**src/rtl/wb_port_arbiter.sv**
```systemverilog
// rtl/wb_port_arbiter.sv - round-robin merge of per-source result FIFOs onto one writeback port (optional counters: WB_ARB_STATS_EN)
module wb_port_arbiter #(
  parameter int unsigned NR_SRC        = 3,
  parameter int unsigned FIFO_DEPTH    = 2,
  parameter int unsigned TRANS_ID_BITS = 3,
  parameter int unsigned XLEN          = 64
) (
  input  logic                                 clk_i,
  input  logic                                 rst_ni,
  input  logic                                 flush_i,
  input  logic [NR_SRC-1:0]                    src_valid_i,
  output logic [NR_SRC-1:0]                    src_ready_o,
  input  logic [NR_SRC-1:0][TRANS_ID_BITS-1:0] src_trans_id_i,
  input  logic [NR_SRC-1:0][XLEN-1:0]          src_data_i,
  input  logic [NR_SRC-1:0]                    src_ex_valid_i,
  input  logic [NR_SRC-1:0][XLEN-1:0]          src_ex_cause_i,
  output logic                                 wt_valid_o,
  output logic [TRANS_ID_BITS-1:0]             trans_id_o,
  output logic [XLEN-1:0]                      wbdata_o,
  output logic                                 ex_valid_o,
  output logic [XLEN-1:0]                      ex_cause_o,
  output logic [31:0]                          stat_wb_cnt_o,
  output logic [31:0]                          stat_stall_cnt_o
);

  localparam int unsigned PTR_W = $clog2(FIFO_DEPTH);
  localparam int unsigned CNT_W = PTR_W + 1;
  localparam int unsigned IDX_W = $clog2(NR_SRC);
  localparam logic [IDX_W-1:0] LAST_IDX = IDX_W'(NR_SRC - 1);

  typedef struct packed {
    logic [TRANS_ID_BITS-1:0] trans_id;
    logic [XLEN-1:0]          data;
    logic                     ex_valid;
    logic [XLEN-1:0]          ex_cause;
  } entry_t;

  logic [NR_SRC-1:0]  push;
  logic [NR_SRC-1:0]  pop;
  logic [NR_SRC-1:0]  not_empty;
  entry_t [NR_SRC-1:0] heads;

  logic [IDX_W-1:0] rr_ptr;
  logic             grant_valid;
  logic [IDX_W-1:0] grant_idx;
  logic [IDX_W-1:0] cand;

  for (genvar i = 0; i < NR_SRC; i++) begin : g_fifo
    entry_t           mem [FIFO_DEPTH];
    logic [PTR_W-1:0] rd_ptr;
    logic [PTR_W-1:0] wr_ptr;
    logic [CNT_W-1:0] count;

    // Ready depends only on the registered count, so a full FIFO refuses even when popping.
    assign src_ready_o[i] = (count != CNT_W'(FIFO_DEPTH));
    assign not_empty[i]   = (count != '0);
    assign push[i]        = src_valid_i[i] & src_ready_o[i] & ~flush_i;
    assign heads[i]       = mem[rd_ptr];

    // Payload storage; contents need no reset because count gates every read.
    always_ff @(posedge clk_i) begin
      if (push[i]) begin
        mem[wr_ptr] <= '{trans_id: src_trans_id_i[i],
                         data:     src_data_i[i],
                         ex_valid: src_ex_valid_i[i],
                         ex_cause: src_ex_cause_i[i]};
      end
    end

    // Pointer and occupancy bookkeeping; flush discards everything buffered.
    always_ff @(posedge clk_i) begin
      if (!rst_ni || flush_i) begin
        rd_ptr <= '0;
        wr_ptr <= '0;
        count  <= '0;
      end else begin
        if (push[i]) wr_ptr <= wr_ptr + PTR_W'(1);
        if (pop[i])  rd_ptr <= rd_ptr + PTR_W'(1);
        count <= count + CNT_W'(push[i]) - CNT_W'(pop[i]);
      end
    end
  end

  // Round-robin search for the first non-empty FIFO starting at rr_ptr.
  always_comb begin
    grant_valid = 1'b0;
    grant_idx   = '0;
    cand        = '0;
    for (int unsigned k = 0; k < NR_SRC; k++) begin
      cand = IDX_W'((32'(rr_ptr) + k) % NR_SRC);
      if (!grant_valid && not_empty[cand]) begin
        grant_valid = 1'b1;
        grant_idx   = cand;
      end
    end
    if (flush_i) grant_valid = 1'b0;
  end

  assign pop = grant_valid ? (NR_SRC'(1) << grant_idx) : '0;

  // Registered writeback stage; fields hold when idle, flush only kills valid.
  always_ff @(posedge clk_i) begin
    if (!rst_ni) begin
      rr_ptr     <= '0;
      wt_valid_o <= 1'b0;
      trans_id_o <= '0;
      wbdata_o   <= '0;
      ex_valid_o <= 1'b0;
      ex_cause_o <= '0;
    end else if (flush_i) begin
      rr_ptr     <= '0;
      wt_valid_o <= 1'b0;
    end else begin
      wt_valid_o <= grant_valid;
      if (grant_valid) begin
        trans_id_o <= heads[grant_idx].trans_id;
        wbdata_o   <= heads[grant_idx].data;
        ex_valid_o <= heads[grant_idx].ex_valid;
        ex_cause_o <= heads[grant_idx].ex_cause;
        rr_ptr     <= (grant_idx == LAST_IDX) ? '0 : grant_idx + IDX_W'(1);
      end
    end
  end

`ifdef WB_ARB_STATS_EN
  logic [31:0] wb_cnt_q;
  logic [31:0] stall_cnt_q;

  // Free-running wrapping counters; only reset clears them.
  always_ff @(posedge clk_i) begin
    if (!rst_ni) begin
      wb_cnt_q    <= '0;
      stall_cnt_q <= '0;
    end else begin
      if (grant_valid) wb_cnt_q <= wb_cnt_q + 32'd1;
      if (|(src_valid_i & ~src_ready_o)) stall_cnt_q <= stall_cnt_q + 32'd1;
    end
  end

  assign stat_wb_cnt_o    = wb_cnt_q;
  assign stat_stall_cnt_o = stall_cnt_q;
`else
  assign stat_wb_cnt_o    = '0;
  assign stat_stall_cnt_o = '0;
`endif

endmodule

```
**config.mk**
```make
export PLATFORM = sky130hd
export DESIGN_NAME = wb_port_arbiter
export DESIGN_NICKNAME = d
export VERILOG_FILES = /design/src/rtl/wb_port_arbiter.sv
export SDC_FILE = /design/constraint.sdc
export NUM_CORES = 1
export LEC_CHECK = 0
export ABC_AREA = 1
export BUFFER_PORTS_ARGS = -buffer_cell sky130_fd_sc_hd__buf_2
export CORE_MARGIN = 2
export CORE_UTILIZATION = 50
export CTS_CLUSTER_SIZE = 14
export DETAILED_ROUTE_END_ITERATION = 6
export PLACE_DENSITY_LB_ADDON = 0.1
export REMOVE_ABC_BUFFERS = 1
export SYNTH_ARGS = -nofsm -noshare
export SYNTH_HDL_FRONTEND = slang
export SYNTH_SLANG_ARGS = --single-unit
```
**constraint.sdc**
```tcl
create_clock -name clk_i -period 7.2 [get_ports clk_i]
set_clock_uncertainty 0.05 [all_clocks]
set_input_delay 0.72 -clock clk_i [delete_from_list [all_inputs] [get_ports clk_i]]
set_output_delay 0.72 -clock clk_i [all_outputs]
set_load 0.03 [all_outputs]
```
After elaboration in Yosys (flattened, before gate mapping)
Memories as Yosys holds them, arrays and structs flattened. A register that Yosys moved wholly into a read port is not among the register bits.
Cells that the tools add are included.
{"block": "totals", "regBits": 147, "ramBits": 792, "input_bits": 402, "out_inout_bits": 200, "word_cells": 93, "memories": 3}
{"block": "classes", "add_sub_neg": 15, "n_div": 3, "order_cmp": 4, "eq_ne": 4, "n_shift": 1, "n_mux": 29, "n_bitwise": 8, "n_reduce_logical": 11}
{"name": "g_fifo[0].mem", "depth": 2, "width": 132, "rd": 1, "rd_ports_with_merged_regs": 1, "write_ports": 1, "line_no": "49", "source": "entry_t mem [FIFO_DEPTH];"}
{"name": "g_fifo[1].mem", "depth": 2, "width": 132, "rd": 1, "rd_ports_with_merged_regs": 1, "write_ports": 1, "line_no": "49"}
{"name": "g_fifo[2].mem", "depth": 2, "width": 132, "rd": 1, "rd_ports_with_merged_regs": 1, "write_ports": 1, "line_no": "49"}
{"operator": "132-bit binary-select mux with 2-bit select", "n": 1}
{"operator": "132-bit 2-to-1 mux", "n": 1}
{"operator": "32-bit by 2-bit modulo with 32-bit output (second input constant)", "n": 2}
{"operator": "2-bit by 2-bit modulo with 32-bit output (second input constant)", "n": 1}
{"operator": "1-bit 2-to-1 mux", "n": 19}
{"operator": "2-bit by 3-bit less-than comparator with 1-bit output (second input constant)", "n": 4}
{"operator": "2-bit 2-to-1 mux", "n": 4}
{"operator": "1-bit adder (second input constant)", "n": 6}
{"operator": "2-bit by 1-bit adder with 2-bit output", "n": 3}
{"operator": "1-bit AND", "n": 6}
{"operator": "1-bit binary-select mux with 2-bit select", "n": 3}
{"operator": "2-bit != test (second input constant)", "n": 3}
{"operator": "2-bit nonzero test", "n": 3}
{"operator": "2-bit by 1-bit subtractor with 2-bit output", "n": 3}
{"operator": "2-bit by 1-bit adder with 3-bit output (second input constant)", "n": 1}
{"operator": "2-bit by 2-bit adder with 3-bit output (second input constant)", "n": 1}
{"operator": "1-bit zero test", "n": 3}
{"operator": "3-bit 2-to-1 mux", "n": 1}
{"operator": "1-bit by 2-bit << shifter with 3-bit output (first input constant)", "n": 1}
{"operator": "2-bit by 1-bit adder with 2-bit output (second input constant)", "n": 1}
{"operator": "2-bit equality test (second input constant)", "n": 1}
{"operator": "1-bit logical AND", "n": 2}
{"operator": "1-bit inverter", "n": 2}
{"operator": "2-bit AND reduction", "n": 1}
{"operator": "other kinds (2)", "n": 2}

Logic depth before layout (Yosys ltp)
{"block": "depth", "depth_word": 14, "ltp_mapped": 18, "mapped_depth_nobuf": 18}

Worst setup path before layout
No wires, ideal clock.
{"block": "synth_path", "kind": "input-to-reg", "from": "input port flush_i", "to": "memory g_fifo[0].mem[1][0] (netlist name), enable pin", "setup_time_ns": 0.627, "t_arrival_ns": 6.493, "required_ns": 6.523, "path_slack_ns": 0.030, "path_stages": 3, "path_buffers": 0, "cell_sequence": "inv_1 > nand3_1 > nor2_1"}
{"block": "synth_via", "elab_chain_len": 4}
{"element": "start, declared", "line_no": "10", "source": "input logic flush_i,"}
{"element": "1-bit inverter (no source line)"}
{"element": "1-bit AND", "line_no": "57", "source": "assign push[i] = src_valid_i[i] & src_ready_o[i] & ~flush_i;"}
{"element": "1-bit 2-to-1 mux", "line_no": "62", "source": "if (push[i]) begin"}
{"element": "1-bit 2-to-1 mux (not written as such)", "line_no": "63", "source": "mem[wr_ptr] <= '{trans_id: src_trans_id_i[i],"}
{"element": "end, declared", "line_no": "49"}
Every way passes these cells.

Worst setup path in the final report
{"block": "layout_path", "from": "register rr_ptr[1]", "to": "register g_fifo[1].count[1]"}
{"block": "layout_via", "elab_chain_len": 13, "elab_cells_between_ends": 25, "cone_classes": "add/sub (3); div (3); shift (1); mux (14); reduce/logical (4)"}
{"element": "start, declared", "line_no": "43", "source": "logic [IDX_W-1:0] rr_ptr;"}
{"element": "start signal, assigned", "line_no": "120", "source": "rr_ptr <= (grant_idx == LAST_IDX) ? '0 : grant_idx + IDX_W'(1);"}
{"element": "parallel branches: the longest is 11 deep, another holds 32-bit by 2-bit modulo with 32-bit output"}
{"element": "3-bit 2-to-1 mux *", "line_no": "99", "source": "assign pop = grant_valid ? (NR_SRC'(1) << grant_idx) : '0;"}
{"element": "named net pop[1]", "line_no": "39", "source": "logic [NR_SRC-1:0] pop;"}
{"element": "2-bit by 1-bit subtractor with 2-bit output *", "line_no": "79", "source": "count <= count + CNT_W'(push[i]) - CNT_W'(pop[i]);"}
{"element": "end signal, assigned", "line_no": "79"}
{"element": "end, declared", "line_no": "52", "source": "logic [CNT_W-1:0] count;"}
Mark *: on every way through the listed nets, which the timed path passes. The select of a mux whose other input is x is not followed.
A chain may end at the register's enable or synchronous reset.

==> summary.md <==
| Metric | Value |
|---|---|
| Outcome | `completed` |
| Final net count | `between 3000 and 4000` |
| CP Capture Type | `register` |
| DRC violations left | `0` |
| CTS clk-pin slew, worst paths | `0.06 ns` |
| Hold Path Depth | `1` |
| Ports | `~600` |
| FF-to-FF path depth | `16` |
| Reg-to-reg critical path startpoint | `rr_ptr[1]$_SDFFE_PP0N_` |
| Final WL | `~100 mm` |
| Number of cell rows | `100` |
| Die width | `277.5 um` |
| Worst-path fanout max | `134` |
| WL/cell | `23.13 um` |
| CTS Sinks | `942` |
| Fillers | `6014` |
| Via density | `5.426` |
| Worst-Margin Slew | `1.287 ns` |
| DRT Pass-1 Iters | `6` |
| Grt ovf | `0` |
| Placer Congestion | `0.8289` |
| Postcts setup bufs | `0` |
| Cells after synthesis | `2911` |
| Wire length of the first global-routing pass | `152.3 mm` |
| Fmax | `242.2 MHz` |
| H-tree Lvls | `3` |
| Worst rel slew slack | `between 10% and 20%` |
| Critical Path AT | `4.64 ns` |
| Setup slack, reg-to-reg | `3.07 ns` |
| Initial Util | `50.41%` |
| Critical path class | `reg -> reg` |
| PwrDens | `around 300 mW/mm2` |
| Slew Viols, Final | `0` |
| CTS Buffer Depth | `3` |
| Clock root buffer | `clkbuf_16` |
| Count of cell types in the netlist | `30` |
| I/O Buffers | `537` |
| Die Outline Area | `0.07701 mm2` |
| TritonCTS clock tree | `yes` |
| MaxCap Viol Count | `0` |
| Worst skew pair latency | `0.64 ns` |
| CP required | `7.71 ns` |
| Min cycle time layout | `just over 4 ns` |
| Total GRT Usage | `around a quarter` |
| Cell Area, Synth | `0.03740 mm2` |
| Hold-fix buffers at CTS | `0` |
| Via count | `24400` |
| Cts repair resizes | `0` |
| Endpoints failing setup | `0` |
| Hold Crit Class | `in -> reg` |
| Hold_sp | `src_ex_cause_i[191]` |
| Post-detail-place hpwl | `~62 mm` |
| Antenna violations before repair | `a little under 80` |
| Detail Route Antenna Nets | `0` |
| Tcrit/Tclk final | `a little under three fifths` |
| Share of layout cells above drive strength 1 | `28.59%` |
| Multi-input gate area | `0.009534 mm2` |
| CORE AREA | `0.07420 mm2` |
| Yosys Warn Count | `0` |
| Hold_ws | `0.2124 ns` |
| Reg area | `0.02680 mm2` |
| End of the worst register-to-register path | `g_fifo[1].count[1]$_SDFF_PP0_` |
| Sequential area share after synthesis | `a little under three quarters` |
| Peak supply drop | `0.0002152 V` |
| Die height | `277.5 um` |
| Startpoint Class | `register` |
| Layout Cells excl Fill | `4497` |
| Leakage | `17.48 nW` |
| Initial drt markers | `1950` |
| Avg Inst Size Synth | `12.85 um2` |
| Final hold vios | `0` |
| Setup TNS Final | `0 ns` |
| Placed insts | `4267` |
| Synth Register Bits | `942` |
| Largest net degree at the start of global routing | `around 140` |
| Synthesis-to-layout area growth | `17.31%` |
| Min-Delay Endpoint | `g_fifo[2].mem[0][63]$_DFFE_PP_` |
| RSZ-0062 raised after global routing | `no` |
| Vias in the first global route | `roughly 25000` |
| Cts bufs inserted | `97` |
-- final cells by class --
cell class,instances,share of cell area [%]
inverter,40,0.3593
tap,969,2.763
clock inverter,44,0.9097
antenna,48,0.2738
sequential,942,61.08
multi-input combinational,1755,21.73
clock buffer,138,6.231
timing repair buffer,561,6.656
-- stage by stage --
step | setup WS (ns) | instance area, um2 | utilization, % | power [mW]
after floorplan | 0.03036 | 36380 | - | 7.712
after global placement | 3.109 | 40620 | 54.75 | 8.343
after detailed placement | 2.983 | 40620 | 54.75 | 8.391
after CTS | 2.995 | 43750 | 58.97 | 13.29
after global routing | 2.759 | 43830 | 59.07 | 13.66
final | 3.072 | 43870 | 59.13 | 13.20
-- flip-flops by register name (all words and copies together) (netlist names), named ones only --
register       count
wt_valid_o         1
rr_ptr             2
wbdata_o          64
g_fifo.mem       792
ex_valid_o         1
trans_id_o         3
g_fifo.rd_ptr      3
g_fifo.wr_ptr      3
ex_cause_o        64
g_fifo.count       6
-- synthesized netlist by cell type, drive strengths merged --
library cell / number / area [um2]
a21o: 1 / 7.510
a21oi: 395 / 1977
a31oi: 1 / 21.27
buf: 141 / 895.9
clkbuf: 96 / 360.4
clkinv: 1 / 3.750
conb: 1 / 3.750
dfxtp: 150 / 3003
edfxtp: 792 / 23780
ha: 9 / 112.6
inv: 39 / 146.4
mux2: 264 / 2973
nand2: 823 / 3107
nand3: 148 / 768.2
nor2: 29 / 118.9
nor3: 6 / 30.03
o21ai: 9 / 45.04
or2: 3 / 18.77
xnor2: 3 / 26.28
-- worst max-delay path, stage by stage, from the launching register on --
cell	delay (ns)
dfxtp_1	0.39
inv_1	0.06
ha_1	0.23
inv_1	0.13
nor2_1	0.08
nand2_2	0.13
inv_1	0.09
a31oi_4	0.17
buf_12	0.54
nand2_8	0.68
nand2_1	0.35
inv_1	0.09
ha_1	0.29
inv_1	0.04
ha_1	0.18
or2_2	0.30
a21oi_1	0.13
-- power by group --
group	internal (mW)	switching [mW]
Combinational	0.571	1.28
Clock	2.89	2.03
Sequential	6.25	0.168
Total	9.71	3.48
-- worst max path at each step --
stage | slack [ns] | from | end
after global routing | 2.76 | rr_ptr[1]$_SDFFE_PP0N_ | g_fifo[1].count[1]$_SDFF_PP0_
after floorplan | 0.03 | flush_i | g_fifo[0].mem[1][0]$_DFFE_PP_
final | 3.07 | rr_ptr[1]$_SDFFE_PP0N_ | g_fifo[1].count[1]$_SDFF_PP0_
after detailed placement | 2.98 | rr_ptr[0]$_SDFFE_PP0N_ | g_fifo[1].count[1]$_SDFF_PP0_
after CTS | 2.99 | rr_ptr[0]$_SDFFE_PP0N_ | g_fifo[1].count[1]$_SDFF_PP0_
after global placement | 3.11 | rr_ptr[0]$_SDFFE_PP0N_ | g_fifo[1].count[1]$_SDFF_PP0_
-- per-layer routing --
| metal | up-vias | global-route usage [%] | wire length (um) |
|---|---|---|---|
| met2 | 899 | 45.43 | 52350 |
| met3 | 214 | 6.780 | 8460 |
| li1 | 11220 | - | - |
| met1 | 12010 | 32.52 | 40100 |
| met5 | - | 0 | 350 |
| met4 | 54 | 9.142 | 2766 |
-- cell usage in the layout (no fill, tap or decap), drive strengths merged --
master,count
or2,3
dfxtp,150
bufinv,7
diode,48
a31oi,1
ha,9
edfxtp,792
a21oi,395
nand3,148
inv,43
conb,64
clkinv,32
buf,561
clkinvlp,2
a21o,1
clkbuf,138
nand2,823
xnor2,3
nor2,29
o21ai,9
mux2,264
nor3,6
-- cells by family (layout without fill, tap and decap cells) --
family,after synthesis,count (layout),share of synthesized area (%)
AOI/OAI and AO/OA,406,406,5.483
xor gates and xnor gates,3,3,0.07027
adders and majority gates,9,9,0.3011
buffers and inverters,277,783,3.760
DFF,942,942,71.62
muxes,264,264,7.949
other,1,112,0.01003
and+or+nand+nor,1009,1009,10.81
(Power assumes the default switching activity.)
